===== config.mk =====
export PLATFORM = sky130hd
export DESIGN_NAME = det3_seq
export DESIGN_NICKNAME = d
export VERILOG_FILES = /design/src/rtl/det3_seq.sv
export SDC_FILE = /design/constraint.sdc
export NUM_CORES = 1
export LEC_CHECK = 0
export BUFFER_PORTS_ARGS = -buffer_cell sky130_fd_sc_hd__buf_4
export CAP_MARGIN = 20
export CORE_MARGIN = 2
export CORE_UTILIZATION = 30
export DETAILED_ROUTE_END_ITERATION = 8
export SETUP_SLACK_MARGIN = 0.05
export SYNTH_ARGS = -nofsm -noshare
export SYNTH_HDL_FRONTEND = slang
export SYNTH_SLANG_ARGS = --single-unit

===== constraint.sdc =====
create_clock -name clk -period 9.7 [get_ports clk]
set_clock_uncertainty 0.15 [all_clocks]
set_input_delay 0.97 -clock clk [delete_from_list [all_inputs] [get_ports clk]]
set_output_delay 0.97 -clock clk [all_outputs]
set_load 0.05 [all_outputs]

===== src/rtl/det3_seq.sv =====
// 3x3 determinant sequencer: cofactor expansion along row 0 using one shared
// external combinational 2x2 determinant unit; also runs a single-pass 2x2 mode.
module det3_seq #(
    parameter int unsigned ACC_W = 18
) (
    input  logic        clk,
    input  logic        rst,
    input  logic        start,
    input  logic        mode,
    input  logic [71:0] mat,
    output logic [15:0] m2_l1,
    output logic [15:0] m2_l2,
    input  logic [7:0]  m2_det,
    input  logic        m2_ovf,
    output logic        busy,
    output logic        done,
    output logic [7:0]  det,
    output logic        ovf
);

    localparam int unsigned EL_W   = 8;
    localparam int unsigned MAT_W  = 9 * EL_W;
    localparam int unsigned OP_W   = 2 * EL_W;
    localparam int unsigned PROD_W = 2 * EL_W;
    localparam int unsigned HI_W   = ACC_W - EL_W + 1;

    typedef enum logic [2:0] {
        S_IDLE,
        S_M0,
        S_M1,
        S_M2,
        S_CHK,
        S_DONE
    } state_e;

    state_e                     state_q, state_d;
    logic [MAT_W-1:0]           mat_q, mat_d;
    logic                       mode_q, mode_d;
    logic [ACC_W-1:0]           acc_q, acc_d;
    logic                       sticky_q, sticky_d;
    logic [EL_W-1:0]            det_q, det_d;
    logic                       ovf_q, ovf_d;
    logic [OP_W-1:0]            l1_q, l1_d;
    logic [OP_W-1:0]            l2_q, l2_d;
    logic                       busy_q, busy_d;
    logic                       done_q, done_d;

    logic [EL_W-1:0]            mult;
    logic signed [PROD_W-1:0]   prod;
    logic [ACC_W-1:0]           prod_ext;
    logic [ACC_W-1:0]           minor_ext;
    logic [HI_W-1:0]            acc_hi;
    logic                       acc_in_range;

    // Element (r,c) of a packed row-major matrix.
    function automatic logic [EL_W-1:0] el(input logic [MAT_W-1:0] m,
                                           input int unsigned r,
                                           input int unsigned c);
        return m[(3 * r + c) * EL_W +: EL_W];
    endfunction

    always_ff @(posedge clk) begin
        if (rst) begin
            state_q <= S_IDLE;
        end else begin
            state_q <= state_d;
        end
    end

    always_ff @(posedge clk) begin
        if (rst) begin
            mat_q    <= '0;
            mode_q   <= 1'b0;
            acc_q    <= '0;
            sticky_q <= 1'b0;
            det_q    <= '0;
            ovf_q    <= 1'b0;
            l1_q     <= '0;
            l2_q     <= '0;
            busy_q   <= 1'b0;
            done_q   <= 1'b0;
        end else begin
            mat_q    <= mat_d;
            mode_q   <= mode_d;
            acc_q    <= acc_d;
            sticky_q <= sticky_d;
            det_q    <= det_d;
            ovf_q    <= ovf_d;
            l1_q     <= l1_d;
            l2_q     <= l2_d;
            busy_q   <= busy_d;
            done_q   <= done_d;
        end
    end

    always_comb begin
        state_d  = state_q;
        mat_d    = mat_q;
        mode_d   = mode_q;
        acc_d    = acc_q;
        sticky_d = sticky_q;
        det_d    = det_q;
        ovf_d    = ovf_q;
        l1_d     = '0;
        l2_d     = '0;

        // Row-0 coefficient paired with the minor currently on the 2x2 unit.
        case (state_q)
            S_M1:    mult = el(mat_q, 0, 1);
            S_M2:    mult = el(mat_q, 0, 2);
            default: mult = el(mat_q, 0, 0);
        endcase
        prod         = $signed(mult) * $signed(m2_det);
        prod_ext     = {{(ACC_W - PROD_W){prod[PROD_W-1]}}, prod};
        minor_ext    = {{(ACC_W - EL_W){m2_det[EL_W-1]}}, m2_det};
        acc_hi       = acc_q[ACC_W-1:EL_W-1];
        acc_in_range = (&acc_hi) | ~(|acc_hi);

        case (state_q)
            S_IDLE: begin
                if (start) begin
                    mat_d   = mat;
                    mode_d  = mode;
                    state_d = S_M0;
                end
            end
            S_M0: begin
                sticky_d = m2_ovf;
                if (mode_q) begin
                    acc_d   = minor_ext;
                    state_d = S_CHK;
                end else begin
                    acc_d   = prod_ext;
                    state_d = S_M1;
                end
            end
            S_M1: begin
                acc_d    = acc_q - prod_ext;
                sticky_d = sticky_q | m2_ovf;
                state_d  = S_M2;
            end
            S_M2: begin
                acc_d    = acc_q + prod_ext;
                sticky_d = sticky_q | m2_ovf;
                state_d  = S_CHK;
            end
            S_CHK: begin
                det_d   = acc_q[EL_W-1:0];
                ovf_d   = sticky_q | ~acc_in_range;
                state_d = S_DONE;
            end
            S_DONE: begin
                state_d = S_IDLE;
            end
            default: begin
                state_d = S_IDLE;
            end
        endcase

        // Operands are registered one cycle ahead, so they follow the next state.
        case (state_d)
            S_M0: begin
                if (mode_d) begin
                    l1_d = {el(mat_d, 0, 0), el(mat_d, 0, 1)};
                    l2_d = {el(mat_d, 1, 0), el(mat_d, 1, 1)};
                end else begin
                    l1_d = {el(mat_d, 1, 1), el(mat_d, 1, 2)};
                    l2_d = {el(mat_d, 2, 1), el(mat_d, 2, 2)};
                end
            end
            S_M1: begin
                l1_d = {el(mat_d, 1, 0), el(mat_d, 1, 2)};
                l2_d = {el(mat_d, 2, 0), el(mat_d, 2, 2)};
            end
            S_M2: begin
                l1_d = {el(mat_d, 1, 0), el(mat_d, 1, 1)};
                l2_d = {el(mat_d, 2, 0), el(mat_d, 2, 1)};
            end
            default: begin
                l1_d = '0;
                l2_d = '0;
            end
        endcase

        busy_d = (state_d != S_IDLE);
        done_d = (state_d == S_DONE);
    end

    assign m2_l1 = l1_q;
    assign m2_l2 = l2_q;
    assign busy  = busy_q;
    assign done  = done_q;
    assign det   = det_q;
    assign ovf   = ovf_q;

endmodule


==> results of run 1 <==
sequential cells by signal, summed over array words and instances (netlist names), 3 cells and up:
register and flops:
det 8, m2_l2 16, state_q 3, mat_q 72
m2_l1 16, acc_q 18
layout by cell type (no fill, tap or decap), types with 10 or more instances in the layout:
cell / synthesis / final
a221oi_1: 16 / 16
xnor2_1: 31 / 31
mux2i_1: 59 / 59
o211ai_1: 21 / 21
o21ai_0: 28 / 28
nor3_1: 16 / 16
nor2b_1: 35 / 35
dfxtp_1: 138 / 138
xor2_1: 10 / 10
fa_1: 56 / 56
buf_4: 0 / 136
nand2_1: 151 / 151
o21a_1: 10 / 10
nor2_1: 121 / 121
nand2b_1: 17 / 17
and2_1: 15 / 15
ha_1: 48 / 48
clkbuf_16: 0 / 17
inv_1: 100 / 100
a21oi_1: 88 / 88
o22a_1: 16 / 16
logic make-up after synthesis:
logic type | count (synthesis) | synth area share, %
adders and majority gates | 104 | 18.5
DFF | 138 | 29.7
muxes | 61 | 6.67
buffers and inverters | 157 | 6.43
AOI/OAI and AO/OA | 224 | 15.7
xor gates and xnor gates | 41 | 3.86
and+or+nand+nor | 395 | 19.2
cell type report:
| class | count | area (µm²) | share of cell area [%] |
|---|---|---|---|
| Tap cell | 396 | 495 | 4.43 |
| Multi-Input combinational cell | 825 | 5960 | 53.3 |
| Timing Repair Buffer | 136 | 1020 | 9.12 |
| Clock buffer | 18 | 439 | 3.92 |
| Inverter | 100 | 375 | 3.35 |
| Clock inverter | 14 | 139 | 1.24 |
| Sequential cell | 138 | 2760 | 24.7 |
where the power goes:
| part | internal [W] | total [W] | switching (W) |
|---|---|---|---|
| Sequential | 0.000624 | 0.000671 | 0.0000470 |
| Clock | 0.000364 | 0.000637 | 0.000273 |
| Combinational | 0.000999 | 0.00235 | 0.00135 |
| Total | 0.00199 | 0.00366 | 0.00167 |
path summary, 6_finish.rpt:
check / end / from / cells past startpoint / slack [ns]
worst max-delay path: acc_q[17] / state_q[1] / 30 / 1.92
worst min-delay path: mat_q[37] / mat_q[37] / 2 / 0.30
worst max register to register: acc_q[17] / state_q[1] / 30 / 1.92
worst min register to register: mat_q[37] / mat_q[37] / 2 / 0.30
per-layer routing:
layer,global-route usage (%),vias up
met1,21.0,3884
met4,4.48,2
met3,4.77,32
met2,26.4,190
met5,0,-
li1,-,3947
stage by stage:
step	worst slack, ns	total power (W)
finish	1.92	0.00366
global route	1.26	0.00399
CTS	1.97	0.00367
detailed placement	1.99	0.00302
global placement	2.22	0.00300
floorplan	2.75	0.00254
tightest hold or removal path: stages (launching register included):
cell     delay [ns]
dfxtp_1        0.31
nand2_1        0.05
a21oi_1        0.05
==> reports/metrics.csv, run 1 <==
stage,metric,value,unit
cts,total number of H-tree levels,4,
timing,max-slew violation count,0,
yosys,post-synth top area share,29.7,%
placed_design,placer congestion estimate,0.860,
cts,Max Buffers Root-to-Sink,2,
setup_path,Critical-path top delay cell,o21ai_0,
cts,Clock Sinks,138,
global_route,vias in the first global route,7997,
yosys,register area share after synthesis,29.7,%
setup_path,critical path arrival,7.95,ns
routing,met2 wire length,12200,µm
setup_path,crit end category,register,
cts,CTS tree,done,
yosys,library cells used by synthesis,57,
power,power density over the cells,327,nW/µm²
die,Starting Density,30.4,%
routing,Initial DRC Count,411,
die,IO Count,128,
timing,period utilization,80.2,%
routing,DRC,0,
yosys,number of synthesized flops with an enable pin,0,
routing,highest metal used,met5,
placed_design,DP HPWL,20000,µm
setup_path,Crit path max-delay family,adder cells,
yosys,"area leader, netlist",dfxtp_1,
final_layout,Final Util,36.6,%
final_layout,# fillers,3232,
cts,Clock Latency Late Sink,0.43,ns
yosys,yosys warns,0,
global_route,first-pass GRT wire length,42500,µm
power,maximum VDD drop,0.201,mV
timing,Slew HR,34.8,%
die,core box area,30600,µm²
setup_path,CP peak stage delay,0.75,ns
setup_path,crit start category,register,
final_layout,design area,11200,µm²
yosys,leading post-synthesis cells by cell area,"dfxtp_1 30%, fa_1 12%, ha_1 6.5%, mux2i_1 6.3%, nand2_1 6.1%",
yosys,"count leader, synth",nand2_1,
hold_path,hold crit path type,reg2reg,
routing,vias per inst,4.95,
setup_path,crit-path max FO,22,
yosys,syn_area_per_cell,8.31,µm²
timing,min cycle time layout,7.78,ns
final_layout,non-filler instance count after layout,1627,
global_route,GRT overflow,0,
yosys,Post-synth top cells,"151 x nand2_1, 138 x dfxtp_1, 121 x nor2_1",
timing,WHS,0.302,ns
job,max cap viols,0,
yosys,synthesized instance count,1120,
cts,post-CTS resize count,0,
power,Leak,4.84,nW
yosys,total nets after synthesis,1309,
die,Die X,180,µm
timing,Final Hold Viols,0,
routing,Detail Route Antenna Nets,0,
setup_path,crit path kind,reg2reg,
final_layout,Area Growth Syn to Fin,20.3,%
routing,met3 WL,1740,µm
timing,RSZ-0062 raised after global routing,false,
yosys,asr flop ratio synth,0,%
timing,count of final setup violators,0,
timing,worst slew pin tran,0.971,ns
routing,TritonRoute pass-1 iters,5,
final_layout,fin nets,1407,
routing,wire length per cell,16.1,µm
cts,Setup Buffers After CTS,0,
routing,drt total wl,26200,µm
global_route,antenna violations before repair,1,
placed_design,Port Buf Inserts,127,
final_layout,layout cell share with drive strength beyond 1,14.9,%
setup_path,CP bufs+invs,5,
outcome,outcome,"complete, no violations",
final_layout,number of diodes,0,
die,Die Height,180,µm
global_route,total track usage,16.2,%
routing,DRT met1 WL,11800,µm
placed_design,Inst Count DP,1595,
yosys,Yosys reg bits,138,
setup_path,Worst Path Required,9.87,ns
routing,Vias,8055,
cts,clock root buffer,clkbuf_16,
yosys,Post-Syn Area,9310,µm²
timing,fmax,128,MHz
die,row count,64,
global_route,pin count of the biggest net entering global routing,70,
cts,clock-pin slew on the worst setup and hold paths,0.06,ns
die,die area,32500,µm²
cts,cts hold-fix bufs,0,
placed_design,Area after DPL,10600,µm²
timing,final setup TNS,0,ns
yosys,ys flop type,dfxtp_1,
cts,CTS buffer count,17,
No activity file was read; power rests on OpenSTA's default activity.
==> run 2, diff against run 1 <==
Settings changed: ABC_AREA set to 1.
Clock period 9.7 ns to 6.9 ns, I/O delays scaled along.
==> reports/metrics.csv, run 2 <==
stage,metric,value,unit,change
outcome,outcome,"complete, no violations",,unchanged
timing,WHS,0.314,ns,was 0.302 ns
global_route,total track usage,18.1,%,was 16.2%
yosys,syn_area_per_cell,7.37,µm²,was 8.31 µm²
power,maximum VDD drop,0.335,mV,was 0.201 mV
setup_path,crit-path max FO,5,,was 22
yosys,"area leader, netlist",dfxtp_1,,unchanged
global_route,routing usage on met1,22.9,%,was 21.0%
global_route,vias in the first global route,9011,,was 7997
hold_path,hold crit path type,reg2reg,,unchanged
setup_path,CP peak stage delay,0.63,ns,was 0.75 ns
global_route,met2 Track Usage GR,30.9,%,was 26.4%
placed_design,Port Buf Inserts,127,,unchanged
final_layout,Area Growth Syn to Fin,32.7,%,was 20.3%
routing,TritonRoute pass-1 iters,5,,unchanged
yosys,Post-synth top cells,"213 x inv_1, 210 x nor2_1, 173 x nand2_1",,"was 151 x nand2_1, 138 x dfxtp_1, 121 x nor2_1"
yosys,register area share after synthesis,29.0,%,was 29.7%
yosys,leading post-synthesis cells by cell area,"dfxtp_1 29%, fa_1 12%, inv_1 8.4%, nor2_1 8.3%, nand2_1 6.8%",,"was dfxtp_1 30%, fa_1 12%, ha_1 6.5%, mux2i_1 6.3%, nand2_1 6.1%"
global_route,Global Route met3 Usage,3.69,%,was 4.77%
yosys,library cells used by synthesis,47,,was 57
die,Die X,182,µm,was 180 µm
die,row count,65,,was 64
die,core box area,31400,µm²,was 30600 µm²
global_route,antenna violations before repair,0,,was 1
power,Clock power frac,13.6,%,was 17.4%
die,IO Count,128,,unchanged
yosys,ys flop type,dfxtp_1,,unchanged
final_layout,most frequent cells in the layout,"201 x buf_4, 197 x inv_1, 188 x nor2_1",,"was 151 x nand2_1, 138 x dfxtp_1, 136 x buf_4"
power,P_int,0.00368,W,was 0.00199 W
final_layout,max FFs per register,72,,unchanged
final_layout,fin nets,1664,,was 1407
timing,min cycle time layout,6.65,ns,was 7.78 ns
yosys,yosys warns,0,,unchanged
routing,Detail Route Antenna Nets,0,,unchanged
routing,drt total wl,30600,µm,was 26200 µm
cts,Clock Sinks,138,,unchanged
yosys,synthesized instance count,1291,,was 1120
final_layout,"commonest non-fill, non-tap cell in the layout",buf_4,,was nand2_1
setup_path,crit-path most repeated cell,inv_1,,
setup_path,Critical-path top delay cell,fa_2,,was o21ai_0
setup_path,Worst Reg-to-Reg Cells,38,,was 30
cts,total number of H-tree levels,4,,unchanged
routing,DRC,0,,unchanged
yosys,Yosys reg bits,138,,unchanged
timing,max-slew violation count,0,,unchanged
yosys,asr flop ratio synth,0,%,unchanged
setup_path,Crit path max-delay family,adder cells,,unchanged
setup_path,CP bufs+invs,10,,was 5
setup_path,critical path depth,38,,was 30
power,Seq pwr share,14.0,%,was 18.3%
die,Die Height,182,µm,was 180 µm
power,total chip power,0.00725,W,was 0.00366 W
job,max cap viols,0,,unchanged
global_route,pin count of the biggest net entering global routing,82,,was 70
timing,count of final setup violators,0,,unchanged
setup_path,Worst Path Required,7.12,ns,was 9.87 ns
routing,Vias,9155,,was 8055
final_layout,layout cell share with drive strength beyond 1,26.9,%,was 14.9%
setup_path,critical path arrival,6.86,ns,was 7.95 ns
yosys,main combinational cell family by area after synthesis,simple AND/OR/NAND/NOR gates,,unchanged
yosys,Synth Area in Compound Gates,14.4,%,was 15.7%
power,Logic pwr share,72.4,%,was 64.3%
power,Leak,6.30,nW,was 4.84 nW
timing,Slew HR,38.9,%,was 34.8%
final_layout,Top reg by flops,mat_q,,unchanged
timing,worst slew pin tran,0.917,ns,was 0.971 ns
routing,wire length per cell,16.2,µm,was 16.1 µm
die,die area,33200,µm²,was 32500 µm²
yosys,mux share of post-synthesis cell area,4.31,%,was 6.67%
timing,fmax,150,MHz,was 128 MHz
timing,period utilization,96.3,%,was 80.2%
yosys,Post-Synth Simple-Gate Area,21.1,%,was 19.2%
setup_path,crit path kind,reg2reg,,unchanged
yosys,Post-Syn Area,9520,µm²,was 9310 µm²
cts,Clock Latency Late Sink,0.43,ns,about the same
power,power density over the cells,574,nW/µm²,was 327 nW/µm²
cts,clock-pin slew on the worst setup and hold paths,0.07,ns,was 0.06 ns
final_layout,number of diodes,0,,unchanged
cts,Max Buffers Root-to-Sink,2,,unchanged
yosys,Synth Area in Adders,18.1,%,was 18.5%
yosys,total nets after synthesis,1480,,was 1309
timing,Final Hold Viols,0,,unchanged
setup_path,crit start category,register,,unchanged
setup_path,crit end category,register,,unchanged
power,switching pwr,0.00357,W,was 0.00167 W
routing,vias per inst,4.84,,was 4.95
placed_design,placer congestion estimate,0.889,,was 0.860
global_route,grt peak-use layer,met2,,unchanged
placed_design,DP HPWL,23000,µm,was 20000 µm
global_route,first-pass GRT wire length,47500,µm,was 42500 µm
die,Starting Density,30.3,%,was 30.4%
timing,RSZ-0062 raised after global routing,true,,was false
cts,CTS buffer count,17,,unchanged
power,Sw Ratio,49.2,%,was 45.7%
yosys,xor and xnor area share after synthesis,2.21,%,was 3.86%
final_layout,Largest regs,"mat_q (72), acc_q (18)",,unchanged
yosys,post-synth top area share,29.0,%,was 29.7%
yosys,number of synthesized flops with an enable pin,0,,unchanged
cts,clock root buffer,clkbuf_16,,unchanged
cts,CTS tree,done,,unchanged
yosys,"count leader, synth",inv_1,,was nand2_1
hold_path,worst hold path cell count,2,,unchanged
routing,Initial DRC Count,606,,was 411
global_route,GRT overflow,0,,unchanged
## run 2: changes by cell type after synthesis, moves of 22 or more
cell     change
nor2b_1     -35
inv_1      +113
nand3_1     +28
o21ai_0     +60
a21oi_1     -31
nor2_1      +89
nand2_1     +22
xnor2_1     -23
## run 2: worst paths after layout
path          endpoint       start  slack, ns
max          acc_q[17]  state_q[0]       0.25
min           sticky_q    sticky_q       0.31
max reg2reg  acc_q[17]  state_q[0]       0.25
min reg2reg   sticky_q    sticky_q       0.31
## run 2: power groups by stage
| stage | clock network [W] | registers [W] | logic [W] |
|---|---|---|---|
| 2_1_floorplan | 0 | 0.00110 | 0.00289 |
| 3_3_place_gp | 0 | 0.00102 | 0.00420 |
| 3_5_place_dp | 0 | 0.00102 | 0.00423 |
| 4_1_cts | 0.000995 | 0.00100 | 0.00434 |
| 5_1_grt | 0.00103 | 0.00102 | 0.00582 |
| 6_report | 0.000988 | 0.00101 | 0.00525 |
## run 2: tightest hold or removal path, cell delays in order, from the launching register on
cell and delay [ns]:
dfxtp_1 0.31, nand2_1 0.06, a21oi_1 0.05
## run 2: what timing repair did
| action | in CTS | in global routing |
|---|---|---|
| setup buffers | 1 | 26 |
| pin swaps | 2 | 59 |
| gates cloned | 0 | 1 |
| gates resized for setup | 21 | 149 |
| hold buffers | 0 | 0 |
| setup endpoints to repair | 5 | 9 |
| hold endpoints to repair | 0 | 0 |
## run 2: final cells by class
cell class / count / area, µm²
multi-input combinational: 881 / 6260
tap: 402 / 503
clock inverter: 14 / 184
timing repair buffer: 209 / 1600
fill: 3186 / 18800
inverter: 227 / 868
sequential: 138 / 2770
clock buffer: 18 / 439
timing repair inverter: 1 / 6.26
## run 2: metal layers
metal | part of all wire [%] | vias to the layer above
met4 | 2.7 | 0
met3 | 5.3 | 51
met1 | 44 | 4352
met2 | 48 | 251
met5 | 0 | -
li1 | - | 4501
## run 2: metrics by stage
step	util [%]	setup WS, ns	cells	TNS, ns	cell area (µm²)
after floorplan	-	0.274	1291	0	9520
after global placement	35.7	-0.189	1830	-0.330	11200
after detailed placement	35.7	-0.433	1830	-0.758	11200
after CTS	37.9	0.0749	1863	0	11900
after global routing	40.2	-0.0978	1890	-0.209	12600
final	40.2	0.255	1890	0	12600
## run 2: cell families (layout without fill, tap and decap cells)
| logic type | Yosys count | after routing |
|---|---|---|
| simple gates | 476 | 476 |
| mux | 41 | 41 |
| buf+inv | 272 | 469 |
| xor+xnor | 24 | 24 |
| fa+ha+maj | 104 | 104 |
| flops | 138 | 138 |
| compound gates | 236 | 236 |
